--- src/rtl/tiny86_pkg.sv ---
// Shared tiny86 definitions: x86 register encoding and destination write sizes.
package tiny86_pkg;

    localparam int GPR_COUNT = 8;

    localparam logic [2:0] REG_EAX = 3'd0;
    localparam logic [2:0] REG_ECX = 3'd1;
    localparam logic [2:0] REG_EDX = 3'd2;
    localparam logic [2:0] REG_EBX = 3'd3;
    localparam logic [2:0] REG_ESP = 3'd4;
    localparam logic [2:0] REG_EBP = 3'd5;
    localparam logic [2:0] REG_ESI = 3'd6;
    localparam logic [2:0] REG_EDI = 3'd7;

    typedef enum logic [1:0] {
        SZ_R8L = 2'd0,
        SZ_R8H = 2'd1,
        SZ_R16 = 2'd2,
        SZ_R32 = 2'd3
    } wr_size_t;

endpackage

--- src/rtl/gpr_merge.sv ---
// Per-register next-value merge: overlays the destination write lane onto the
// (optionally ESP-adjusted) current value and reports which bytes were written.
module gpr_merge
    import tiny86_pkg::*;
(
    input  logic [2:0]  reg_idx,
    input  logic [31:0] old_val,
    input  logic [31:0] adj_val,
    input  logic        adj_en,
    input  logic        wr_en,
    input  logic [1:0]  wr_size,
    input  logic [2:0]  wr_sel,
    input  logic [31:0] wr_data,
    output logic [31:0] next_val,
    output logic [3:0]  byte_mask
);

    logic [31:0] lane;
    logic [31:0] base;

    always_comb begin
        byte_mask = 4'b0000;
        lane      = wr_data;
        base      = adj_en ? adj_val : old_val;
        if (wr_en) begin
            case (wr_size_t'(wr_size))
                SZ_R8L, SZ_R8H: begin
                    // r8 encodings 4..7 name the high byte of registers 0..3
                    lane = {4{wr_data[7:0]}};
                    if (!wr_sel[2] && (wr_sel == reg_idx))
                        byte_mask = 4'b0001;
                    else if (wr_sel[2] && ({1'b0, wr_sel[1:0]} == reg_idx))
                        byte_mask = 4'b0010;
                end
                SZ_R16: if (wr_sel == reg_idx) byte_mask = 4'b0011;
                SZ_R32: if (wr_sel == reg_idx) byte_mask = 4'b1111;
                default: byte_mask = 4'b0000;
            endcase
        end
        for (int b = 0; b < 4; b++)
            next_val[8*b +: 8] = byte_mask[b] ? lane[8*b +: 8] : base[8*b +: 8];
    end

endmodule

--- src/rtl/gpr_file.sv ---
// tiny86 architectural register file: eight 32-bit GPRs with sub-register
// destination writes, an ESP adjust port and a written-since-clear mask.
module gpr_file
    import tiny86_pkg::*;
(
    input  logic         clk,
    input  logic         rst,
    input  logic         init_en,
    input  logic [255:0] init_regs,
    input  logic         wr_en,
    input  logic [2:0]   wr_sel,
    input  logic [1:0]   wr_size,
    input  logic [31:0]  wr_data,
    input  logic         esp_en,
    input  logic [31:0]  esp_delta,
    input  logic         dirty_clr,
    output logic [31:0]  gpr0,
    output logic [31:0]  gpr1,
    output logic [31:0]  gpr2,
    output logic [31:0]  gpr3,
    output logic [31:0]  gpr4,
    output logic [31:0]  gpr5,
    output logic [31:0]  gpr6,
    output logic [31:0]  gpr7,
    output logic [7:0]   dirty
);

    logic [31:0] regs     [GPR_COUNT];
    logic [31:0] next_val [GPR_COUNT];
    logic [3:0]  mask     [GPR_COUNT];
    logic [31:0] esp_adj;
    logic [7:0]  dirty_set;

    assign esp_adj = regs[REG_ESP] + esp_delta;

    for (genvar i = 0; i < GPR_COUNT; i++) begin : g_merge
        gpr_merge u_merge (
            .reg_idx   (3'(i)),
            .old_val   (regs[i]),
            .adj_val   (esp_adj),
            .adj_en    ((i == int'(REG_ESP)) ? esp_en : 1'b0),
            .wr_en     (wr_en),
            .wr_size   (wr_size),
            .wr_sel    (wr_sel),
            .wr_data   (wr_data),
            .next_val  (next_val[i]),
            .byte_mask (mask[i])
        );
    end

    always_comb begin
        dirty_set = 8'h00;
        for (int i = 0; i < GPR_COUNT; i++)
            dirty_set[i] = |mask[i];
        dirty_set[REG_ESP] = dirty_set[REG_ESP] | esp_en;
    end

    always_ff @(posedge clk) begin
        if (rst) begin
            for (int i = 0; i < GPR_COUNT; i++)
                regs[i] <= '0;
            dirty <= 8'h00;
        end else if (init_en) begin
            for (int i = 0; i < GPR_COUNT; i++)
                regs[i] <= init_regs[32*i +: 32];
            dirty <= 8'h00;
        end else begin
            for (int i = 0; i < GPR_COUNT; i++)
                regs[i] <= next_val[i];
            // clear first so bits set by this cycle's writes survive
            dirty <= (dirty_clr ? 8'h00 : dirty) | dirty_set;
        end
    end

    assign gpr0 = regs[REG_EAX];
    assign gpr1 = regs[REG_ECX];
    assign gpr2 = regs[REG_EDX];
    assign gpr3 = regs[REG_EBX];
    assign gpr4 = regs[REG_ESP];
    assign gpr5 = regs[REG_EBP];
    assign gpr6 = regs[REG_ESI];
    assign gpr7 = regs[REG_EDI];

endmodule
--- config.mk ---
export PLATFORM = sky130hd
export DESIGN_NAME = gpr_file
export DESIGN_NICKNAME = d
export VERILOG_FILES = /design/src/rtl/tiny86_pkg.sv /design/src/rtl/gpr_merge.sv /design/src/rtl/gpr_file.sv
export SDC_FILE = /design/constraint.sdc
export NUM_CORES = 1
export LEC_CHECK = 0
export ABC_AREA = 1
export CORE_MARGIN = 2
export CORE_UTILIZATION = 25
export CTS_CLUSTER_SIZE = 30
export DETAILED_ROUTE_END_ITERATION = 6
export PLACE_DENSITY = 0.6
export SLEW_MARGIN = 20
export SYNTH_ARGS = -nofsm -noshare
export SYNTH_HDL_FRONTEND = slang
export SYNTH_SLANG_ARGS = --single-unit
export TNS_END_PERCENT = 1
--- constraint.sdc ---
create_clock -name clk -period 2.95 [get_ports clk]
set_clock_uncertainty 0.05 [all_clocks]
set_input_delay 0.885 -clock clk [delete_from_list [all_inputs] [get_ports clk]]
set_output_delay 0.885 -clock clk [all_outputs]
set_load 0.03 [all_outputs]
==> run summary <==
status - completed
endpoints failing setup - 0
Worst slew margin - 66.89%
Hold/Removal Path Class - reg -> reg
vias per inst - 4.554
number of synthesized flops with an enable pin - 256
area delta synth->final - 69.82%
Clock Sinks - 264
power density cells - 591.1 nW/um^2
Max clock buf depth - 3
initial antenna violation count - 8
core area - 52870 um^2
ratio of cells with drive above 1 in the final layout - 9.953%
number of nets in the layout - 2677
post-synthesis sequential element count - 264
TritonCTS Buffers - 35
Ys Warns - 0
Placement Setup Slack - -304.9 ps
final hold slack - 423.2 ps
root buffer selected by CTS - clkbuf_16
DP HPWL - 54430 um
residual DRC count - 0
Final Slew Violations - 0
crit end category - flip-flop
Die H - 235.8 um
Die Area - 55600 um^2
Register-to-Register Path Depth - 11
Clk pin slew, worst setup/hold paths - 60 ps
Synth Cell Area - 13430 um^2
post-synth net total - 1929
sequential share of the synthesized area - 58.43%
hold-fix buffers at CTS - 0
Min-Delay Startpoint - dirty[5]
Inst Count DP - 2965
Peak VDD IR - 0.4406 mV
Port Buffers - 594
top_reg_cell synth - edfxtp_1
largest net degree at the start of global routing - 63
die width - 235.8 um
Netlist cell types - 31
Synth Area per Inst - 8.577 um^2
final hold vios - 0
kind of critical path - in -> reg
crit path DAT - 2890 ps
Worst Setup Start Kind - primary input
Req. time, crit path - 3180 ps
vias in the first global route - 14110
Setup Buffers After CTS - 0
Starting Density - 25.41%
Worst R2R End - regs[1][20]
Avg WL per Cell - 22.48 um
CTS resizes - 0
TritonRoute pass-1 iters - 7
Area contributors post-synth - edfxtp_1 57%, nand2_1 24%, inv_1 3.6%, ha_1 2.9%, o21ai_0 2.1%
io pins - 595
post-layout worst setup margin - 285.8 ps
Final ANT Viol Nets - 0
CTS tree - done
gpl congestion - 0.9481
Post-Route WL - 68220 um
vias - 13821
top cell type's share of synthesized area - 57.23%
Worst Tran Pin Value - 495.9 ps
Commonest cells post-synth - 855 x nand2_1, 256 x edfxtp_1, 129 x inv_1, 56 x o21ai_0, 46 x nor2_1
min Tclk post-route - 2664 ps
Post-synth ARST share - 0%
clk_lat worst skew - 540 ps
Hold EP - dirty[5]
H-tree depth - 2
Util after Layout - 43.15%
gr usage total - 23.98%
CP Max Fanout - 3
total negative slack - 0 ps
1st-iter DRT viols - 1122
Max Cap Viol - 0
FF-to-FF Start - regs[1][18]
Pleak - 10.67 nW
final period utilization - 90.31%
fill count - 5198
count leader, synth - nand2_1
R2R setup slack - 540 ps
hold depth - 2
number of core rows - 84
Gate Count Post-Synth - 1566
highest clock rate - 0.3753 GHz
area leader, netlist - edfxtp_1
fin cells - 3035
total gr overflow - 0
RSZ-0062 raised after global routing - no
global-route wire length before repair - 96650 um
## final cells by class
class / count / area, um^2 / share of cell area [%]
flip-flops and latches: 264 / 7848 / 34.40
multi-input cells: 1124 / 4913 / 21.54
diodes: 6 / 15.01 / 0.06583
clock buffers: 41 / 919.6 / 4.032
repair buffers: 757 / 7570 / 33.19
clock inverters: 23 / 187.7 / 0.8228
inverters: 132 / 495.5 / 2.172
well taps: 688 / 860.8 / 3.774
## cell usage in the layout (no fill, tap or decap), types with 2 or more instances in the layout
cell | synthesis | layout
nor3_1 | 7 | 7
diode_2 | 0 | 6
nor2_2 | 2 | 2
o21ai_0 | 56 | 48
nand3_1 | 43 | 43
nand2_1 | 855 | 855
inv_1 | 129 | 129
xnor2_1 | 2 | 2
dfxtp_1 | 8 | 8
clkinv_2 | 0 | 5
a21oi_1 | 41 | 41
nand2_2 | 3 | 3
ha_1 | 31 | 31
clkdlybuf4s50_1 | 0 | 594
a22oi_1 | 2 | 2
clkbuf_16 | 0 | 36
nor2_1 | 46 | 45
a22o_1 | 2 | 2
xor2_1 | 11 | 11
clkinv_1 | 0 | 8
a31oi_1 | 5 | 5
clkinvlp_4 | 0 | 4
o21ai_2 | 0 | 6
nor2_4 | 2 | 3
clkinv_4 | 0 | 2
buf_12 | 0 | 32
nand4_1 | 6 | 6
clkbuf_1 | 17 | 5
edfxtp_1 | 256 | 256
buf_4 | 5 | 131
o21ai_1 | 0 | 2
and2_1 | 2 | 2
o21bai_1 | 3 | 3
bufinv_16 | 0 | 2
inv_2 | 3 | 3
## where the power goes
group / switching [W] / total, W / internal (W) / leakage [nW]
registers: 0.000190 / 0.00482 / 0.00463 / 2.81
clock network: 0.00175 / 0.00417 / 0.00242 / 0.530
logic: 0.00258 / 0.00449 / 0.00191 / 7.33
## worst max-delay path, cell delays in order
cell	delay, ps
clkdlybuf4s50_1	410
ha_1	380
buf_4	160
nand2_1	70
inv_1	80
nand2_1	90
nor2_1	190
nand4_1	120
nand3_1	120
nor2_1	50
o21ai_1	230
nand2_1	100
## per-stage QoR
stage / area, um^2 / total power (W)
floorplan: 13430 / 0.006997
global placement: 21690 / 0.009367
detailed placement: 21690 / 0.009381
CTS: 22790 / 0.01359
global route: 22800 / 0.01405
finish: 22810 / 0.01348
## worst max-delay path by stage
stage	start	to	slack (ps)	cells past startpoint
after detailed placement	esp_delta[18]	regs[1][20]	-300	12
after global routing	esp_delta[0]	regs[1][24]	80	15
after floorplan	wr_en	regs[0][16]	-30	5
after global placement	esp_delta[18]	regs[1][20]	-310	12
final	esp_delta[18]	regs[1][20]	290	12
after CTS	esp_delta[18]	regs[1][20]	260	12
## metal layers
layer | vias to the layer above | global-route usage, % | part of all wire, %
li1 | 6559 | - | -
met2 | 653 | 40.19 | 48
met5 | - | 0 | 0.063
met1 | 6523 | 30.96 | 42
met4 | 6 | 5.501 | 1.7
met3 | 80 | 6.261 | 8.2
## sequential cells by signal, summed over array words and instances (netlist names)
name	flops
regs	256
dirty	8
## cell families after synthesis
| family | share of synthesized area, % |
|---|---|
| and+or+nand+nor | 27.82 |
| DFF | 58.43 |
| buffers and inverters | 5.319 |
| AOI/OAI and AO/OA | 4.555 |
| adders and majority gates | 3.037 |
| xor gates and xnor gates | 0.8477 |
No activity file was read; power rests on OpenSTA's default activity.
